### src/rtl/iob2axi.sv
`timescale 1ns/1ps
// iob2axi: IOb-bus slave to AXI4 master bridge.
// Each accepted IOb request becomes one single-beat AXI4 transaction
// (AW/W/B for writes, AR/R for reads). Only one transaction is in flight.
//
// Ports:
//   clk, rst            clock, asynchronous active-low reset
//   iob_*               IOb slave side: avalid/addr/wdata/wstrb in,
//                       ready/rvalid/rdata out (wstrb==0 means read)
//   err_o               one-cycle pulse on a nonzero bresp/rresp
//   m_axi_*             AXI4 master side, single-beat INCR bursts only
module iob2axi #(
    parameter int ADDR_WIDTH   = 32,
    parameter int DATA_WIDTH   = 32,
    parameter int STRB_WIDTH   = DATA_WIDTH / 8,
    parameter int AXI_ID_WIDTH = 1,
    parameter logic [AXI_ID_WIDTH-1:0] AXI_ID = '0
) (
    input  logic                    clk,
    input  logic                    rst,
    // IOb slave
    input  logic                    iob_avalid_i,
    input  logic [ADDR_WIDTH-1:0]   iob_addr_i,
    input  logic [DATA_WIDTH-1:0]   iob_wdata_i,
    input  logic [STRB_WIDTH-1:0]   iob_wstrb_i,
    output logic                    iob_ready_o,
    output logic                    iob_rvalid_o,
    output logic [DATA_WIDTH-1:0]   iob_rdata_o,
    output logic                    err_o,
    // AXI write address
    output logic [AXI_ID_WIDTH-1:0] m_axi_awid,
    output logic [ADDR_WIDTH-1:0]   m_axi_awaddr,
    output logic [7:0]              m_axi_awlen,
    output logic [2:0]              m_axi_awsize,
    output logic [1:0]              m_axi_awburst,
    output logic                    m_axi_awlock,
    output logic [3:0]              m_axi_awcache,
    output logic [2:0]              m_axi_awprot,
    output logic [3:0]              m_axi_awqos,
    output logic                    m_axi_awvalid,
    input  logic                    m_axi_awready,
    // AXI write data
    output logic [DATA_WIDTH-1:0]   m_axi_wdata,
    output logic [STRB_WIDTH-1:0]   m_axi_wstrb,
    output logic                    m_axi_wlast,
    output logic                    m_axi_wvalid,
    input  logic                    m_axi_wready,
    // AXI write response
    input  logic [AXI_ID_WIDTH-1:0] m_axi_bid,
    input  logic [1:0]              m_axi_bresp,
    input  logic                    m_axi_bvalid,
    output logic                    m_axi_bready,
    // AXI read address
    output logic [AXI_ID_WIDTH-1:0] m_axi_arid,
    output logic [ADDR_WIDTH-1:0]   m_axi_araddr,
    output logic [7:0]              m_axi_arlen,
    output logic [2:0]              m_axi_arsize,
    output logic [1:0]              m_axi_arburst,
    output logic                    m_axi_arlock,
    output logic [3:0]              m_axi_arcache,
    output logic [2:0]              m_axi_arprot,
    output logic [3:0]              m_axi_arqos,
    output logic                    m_axi_arvalid,
    input  logic                    m_axi_arready,
    // AXI read data
    input  logic [AXI_ID_WIDTH-1:0] m_axi_rid,
    input  logic [DATA_WIDTH-1:0]   m_axi_rdata,
    input  logic [1:0]              m_axi_rresp,
    input  logic                    m_axi_rlast,
    input  logic                    m_axi_rvalid,
    output logic                    m_axi_rready
);

    localparam logic [2:0] IDLE  = 3'd0;
    localparam logic [2:0] WRITE = 3'd1;
    localparam logic [2:0] WRESP = 3'd2;
    localparam logic [2:0] RADDR = 3'd3;
    localparam logic [2:0] RDATA = 3'd4;

    localparam logic [2:0] SIZE = 3'($clog2(STRB_WIDTH));

    logic [2:0]            state;
    logic [ADDR_WIDTH-1:0] addr;
    logic [DATA_WIDTH-1:0] wdata;
    logic [STRB_WIDTH-1:0] wstrb;
    logic                  aw_pend;
    logic                  w_pend;
    logic [DATA_WIDTH-1:0] rdata;
    logic                  rvalid;
    logic                  err;

    // A channel counts as done once its flag is clear or it handshakes now,
    // so simultaneous AW and W handshakes move straight to WRESP.
    logic aw_done, w_done;
    assign aw_done = !aw_pend || m_axi_awready;
    assign w_done  = !w_pend  || m_axi_wready;

    // IDs and rlast carry no information for single-beat, single-ID traffic.
    logic unused_inputs;
    assign unused_inputs = ^{m_axi_bid, m_axi_rid, m_axi_rlast};

    always_ff @(posedge clk or negedge rst) begin
        if (!rst) begin
            state   <= IDLE;
            addr    <= '0;
            wdata   <= '0;
            wstrb   <= '0;
            aw_pend <= 1'b0;
            w_pend  <= 1'b0;
            rdata   <= '0;
            rvalid  <= 1'b0;
            err     <= 1'b0;
        end else begin
            rvalid <= 1'b0;
            err    <= 1'b0;
            case (state)
                IDLE: begin
                    if (iob_avalid_i) begin
                        addr <= iob_addr_i;
                        if (|iob_wstrb_i) begin
                            wdata   <= iob_wdata_i;
                            wstrb   <= iob_wstrb_i;
                            aw_pend <= 1'b1;
                            w_pend  <= 1'b1;
                            state   <= WRITE;
                        end else begin
                            state <= RADDR;
                        end
                    end
                end
                WRITE: begin
                    if (m_axi_awready) aw_pend <= 1'b0;
                    if (m_axi_wready)  w_pend  <= 1'b0;
                    if (aw_done && w_done) state <= WRESP;
                end
                WRESP: begin
                    if (m_axi_bvalid) begin
                        err   <= |m_axi_bresp;
                        state <= IDLE;
                    end
                end
                RADDR: begin
                    if (m_axi_arready) state <= RDATA;
                end
                RDATA: begin
                    if (m_axi_rvalid) begin
                        rdata  <= m_axi_rdata;
                        rvalid <= 1'b1;
                        err    <= |m_axi_rresp;
                        state  <= IDLE;
                    end
                end
                default: state <= IDLE;
            endcase
        end
    end

    // Handshake outputs decode registered state only, so reset drops them
    // immediately and no AXI input reaches an AXI output combinationally.
    assign iob_ready_o   = (state == IDLE);
    assign iob_rvalid_o  = rvalid;
    assign iob_rdata_o   = rdata;
    assign err_o         = err;

    assign m_axi_awvalid = (state == WRITE) && aw_pend;
    assign m_axi_wvalid  = (state == WRITE) && w_pend;
    assign m_axi_bready  = (state == WRESP);
    assign m_axi_arvalid = (state == RADDR);
    assign m_axi_rready  = (state == RDATA);

    assign m_axi_awid    = AXI_ID;
    assign m_axi_awaddr  = addr;
    assign m_axi_awlen   = 8'd0;
    assign m_axi_awsize  = SIZE;
    assign m_axi_awburst = 2'b01;
    assign m_axi_awlock  = 1'b0;
    assign m_axi_awcache = 4'b0011;
    assign m_axi_awprot  = 3'b000;
    assign m_axi_awqos   = 4'd0;

    assign m_axi_wdata   = wdata;
    assign m_axi_wstrb   = wstrb;
    assign m_axi_wlast   = 1'b1;

    assign m_axi_arid    = AXI_ID;
    assign m_axi_araddr  = addr;
    assign m_axi_arlen   = 8'd0;
    assign m_axi_arsize  = SIZE;
    assign m_axi_arburst = 2'b01;
    assign m_axi_arlock  = 1'b0;
    assign m_axi_arcache = 4'b0011;
    assign m_axi_arprot  = 3'b000;
    assign m_axi_arqos   = 4'd0;

endmodule
### config.mk
export PLATFORM = sky130hd
export DESIGN_NAME = iob2axi
export DESIGN_NICKNAME = d
export VERILOG_FILES = /design/src/rtl/iob2axi.sv
export SDC_FILE = /design/constraint.sdc
export NUM_CORES = 1
export LEC_CHECK = 0
export CORE_ASPECT_RATIO = 1.4
export CORE_MARGIN = 10
export CORE_UTILIZATION = 33
export CTS_CLUSTER_SIZE = 20
export DETAILED_ROUTE_END_ITERATION = 10
export HOLD_SLACK_MARGIN = 0.15
export PLACE_DENSITY = 0.76
export SYNTH_ARGS = -nofsm -noshare
export SYNTH_HDL_FRONTEND = slang
export SYNTH_SLANG_ARGS = --single-unit
export TNS_END_PERCENT = 50
### constraint.sdc
create_clock -name clk -period 1.7 [get_ports clk]
set_input_delay 0.34 -clock clk [delete_from_list [all_inputs] [get_ports clk]]
set_output_delay 0.34 -clock clk [all_outputs]
set_load 0.02 [all_outputs]
==> flow_metrics.env <==
export IMPL_crit_fanout=5
export IMPL_powerDensity_mw_per_mm2=1950
export IMPL_fin_setup_tns_ns=-0.268
export IMPL_hold_violations=0
export IMPL_final_util_pct=54.0
export IMPL_antenna_cells=0
export IMPL_fin_nets=692
export IMPL_wire_per_inst_um=19.9
export IMPL_fin_total_pwr_w=0.0152
export IMPL_fp_row_count=52
export IMPL_fmax_mhz=569
export IMPL_synth_top_area_share_pct=54.9
export IMPL_dieArea_sq_mm=0.0201
export IMPL_hold_class="in2reg"
export IMPL_grt_pass1_wl_um=22500
export IMPL_violations="negative setup slack"
export IMPL_dp_hpwl_um=11700
export IMPL_synth_ff_type="dfrtp_1"
export IMPL_rsz0062_at_grt="true"
export IMPL_end_kind="primary output"
export IMPL_drv_cap=0
export IMPL_cp_common_cell="buf_6"
export IMPL_final_layout_size_suffix_gt1_share_pct=26.5
export IMPL_ys_warn_count=0
export IMPL_synth_top_cell_by_area="dfrtp_1"
export IMPL_crit_chain="buf_6 -> nor3b_4 -> buf_6 -> buf_6"
export IMPL_cpMaxStageDelayCell="dfrtp_2"
export IMPL_via_per_inst=4.32
export IMPL_vias=3330
export IMPL_h_tree_depth=3
export IMPL_worst_slack_ns=-0.0577
export IMPL_start_util_pct=33.6
export IMPL_port_buffers=251
export IMPL_cp_required_ns=1.36
export IMPL_firstDrtPassIters=4
export IMPL_finalClockSkew_ns=0.00571
export IMPL_routed_wl_um=15400
export IMPL_synthCells=339
export IMPL_clockBufferDepth=2
export IMPL_drv_slew=0
export IMPL_crit_type="reg2out"
export IMPL_gp_congestion=0.752
export IMPL_async_reset_ff_share_pct=100
export IMPL_ys_ff_latch=107
export IMPL_antenna_found_initial=0
export IMPL_grt_overflow_total=0
export IMPL_synth_top_cells_by_area="dfrtp_1 55%, mux2_2 15%, buf_4 14%, mux2_4 9.2%, buf_12 1.2%"
export IMPL_dieWidth_um=123
export IMPL_first_global_vias=3881
export IMPL_die_h_um=164
export IMPL_hold_worst_slack_ns=0.384
export IMPL_critPathMaxStageDelay_ns=0.46
export IMPL_antenna_left=0
export IMPL_synth_cell_types=29
export IMPL_synth_most_common_cell="dfrtp_1"
export IMPL_synth_seq_area_share_pct=54.9
export IMPL_top_level_ports=308
export IMPL_numCtsBuffers=9
export IMPL_insertion_delay_ns=0.34
export IMPL_status="finished, violations left"
export IMPL_crit_arrival_ns=1.42
export IMPL_clock_sinks=107
export IMPL_netlist_area_sq_mm=0.00487
export IMPL_start_kind="register"
export IMPL_maxSlewHeadroom_pct=61.5
export IMPL_worst_pin_slew_ns=0.577
export IMPL_cts_root_buf="clkbuf_16"
export IMPL_ir_drop_v=0.000935
export IMPL_drt_iter0_drc=110
export IMPL_setup_viol=11
export IMPL_drc=0
export IMPL_p_leak_nw=4.08
export IMPL_fp_coreArea_sq_mm=0.0145
export IMPL_synthTopCellsByCount="107 x dfrtp_1, 88 x buf_4, 67 x mux2_2"
export IMPL_syn_area_per_cell_sq_um=14.4
export IMPL_syn_to_final_growth_pct=60.6
export IMPL_synth_edff_count=0
export IMPL_cp_num_buf_inv=3
export IMPL_period_share_pct=103
export IMPL_critPathTopFamily="flip-flops"
export IMPL_track_usage_pct=14.4
export IMPL_clk_pin_slew_worst_paths_ns=0.07
export IMPL_cts_tree="yes"
export IMPL_fin_crit_ns=1.76
export IMPL_grt_max_degree=108
## repair_timing
action / in CTS / in global routing
cloned: 2 / 1
resized for setup: 94 / 78
pin swaps: 5 / 4
endpoints found under the setup margin: 160 / 159
hold endpoints to repair: 107 / 0
setup buffers: 9 / 1
hold buffers: 1 / 0
## through the flow
step                      setup WS, ns  cells  cell area (sq um)
final                          -0.0577    771               7830
after global routing            -0.112    771               7830
after CTS                      -0.0760    769               7600
after detailed placement        -0.497    741               7160
after global placement          -0.476    741               7160
after floorplan                -0.0101    390               5080
## flip-flops by register name, indices dropped and copies added (netlist names)
| signal | count |
|---|---|
| err_o | 1 |
| m_axi_wstrb | 4 |
| w_pend | 1 |
| aw_pend | 1 |
| m_axi_wdata | 32 |
| m_axi_araddr | 32 |
| iob_rdata_o | 32 |
| iob_rvalid_o | 1 |
| state | 3 |
## worst register-to-register path: stages, from the launching register on
cell	delay (ns)
dfrtp_2	0.46
nor4b_4	0.29
buf_6	0.16
and2_4	0.25
buf_12	0.16
mux2_4	0.30
## path summary, 6_finish.rpt
kind,from,endpoint,slack (ns),cells after the start
max,state[1],m_axi_rready,-0.06,4
min,iob_wstrb_i[3],m_axi_wstrb[3],0.38,2
max reg2reg,state[1],m_axi_wdata[25],-0.04,5
min reg2reg,iob_rdata_o[3],iob_rdata_o[3],0.51,1
max in group asynchronous,rst,m_axi_wdata[16],0.65,3
min in group asynchronous,rst,iob_rdata_o[0],0.58,3
## cell type report
cell class / count / area, sq um
Clock inverter: 6 / 71.3
Sequential cell: 107 / 2680
Fill cell: 1230 / 6680
Inverter: 5 / 23.8
Multi-Input combinational cell: 182 / 1700
Tap cell: 189 / 236
Timing Repair Buffer: 272 / 2870
Clock buffer: 10 / 239
## per-layer routing
metal / vias to the layer above / wire length (um) / track usage (%)
li1: 1485 / - / -
met1: 1661 / 4860 / 13.5
met2: 165 / 8710 / 27.7
met3: 19 / 1460 / 5.70
met4: 0 / 323 / 4.30
met5: - / 0 / 0
## where the power goes
part           leakage (nW)  switching (W)  internal (W)
logic                  2.64        0.00411       0.00431
clock network         0.151       0.000957       0.00120
registers              1.29       0.000824       0.00383
## kinds of logic after synthesis
kind of cell    share of synthesized area, %
other cells                            0.154
simple gates                            2.26
flops                                   54.9
buf+inv                                 15.9
mux                                     24.9
compound gates                          1.82
## cells in the final DEF, fill, tap and decap left out, types with 2 or more instances in the layout
master / Yosys / layout
clkdlybuf4s50_1: 0 / 134
dfrtp_1: 107 / 104
dlymetal6s2s_1: 0 / 57
mux2_2: 67 / 55
conb_1: 2 / 53
dlygate4sd2_1: 0 / 53
mux2_4: 30 / 42
clkbuf_16: 0 / 10
buf_4: 88 / 7
buf_6: 1 / 7
buf_12: 3 / 7
nor2_1: 5 / 5
inv_1: 4 / 4
buf_2: 5 / 4
and2_4: 0 / 3
a22o_1: 3 / 3
dfrtp_2: 0 / 3
clkinv_4: 0 / 2
nand2_1: 4 / 2
a22oi_1: 2 / 2
(Power assumes the default switching activity.)
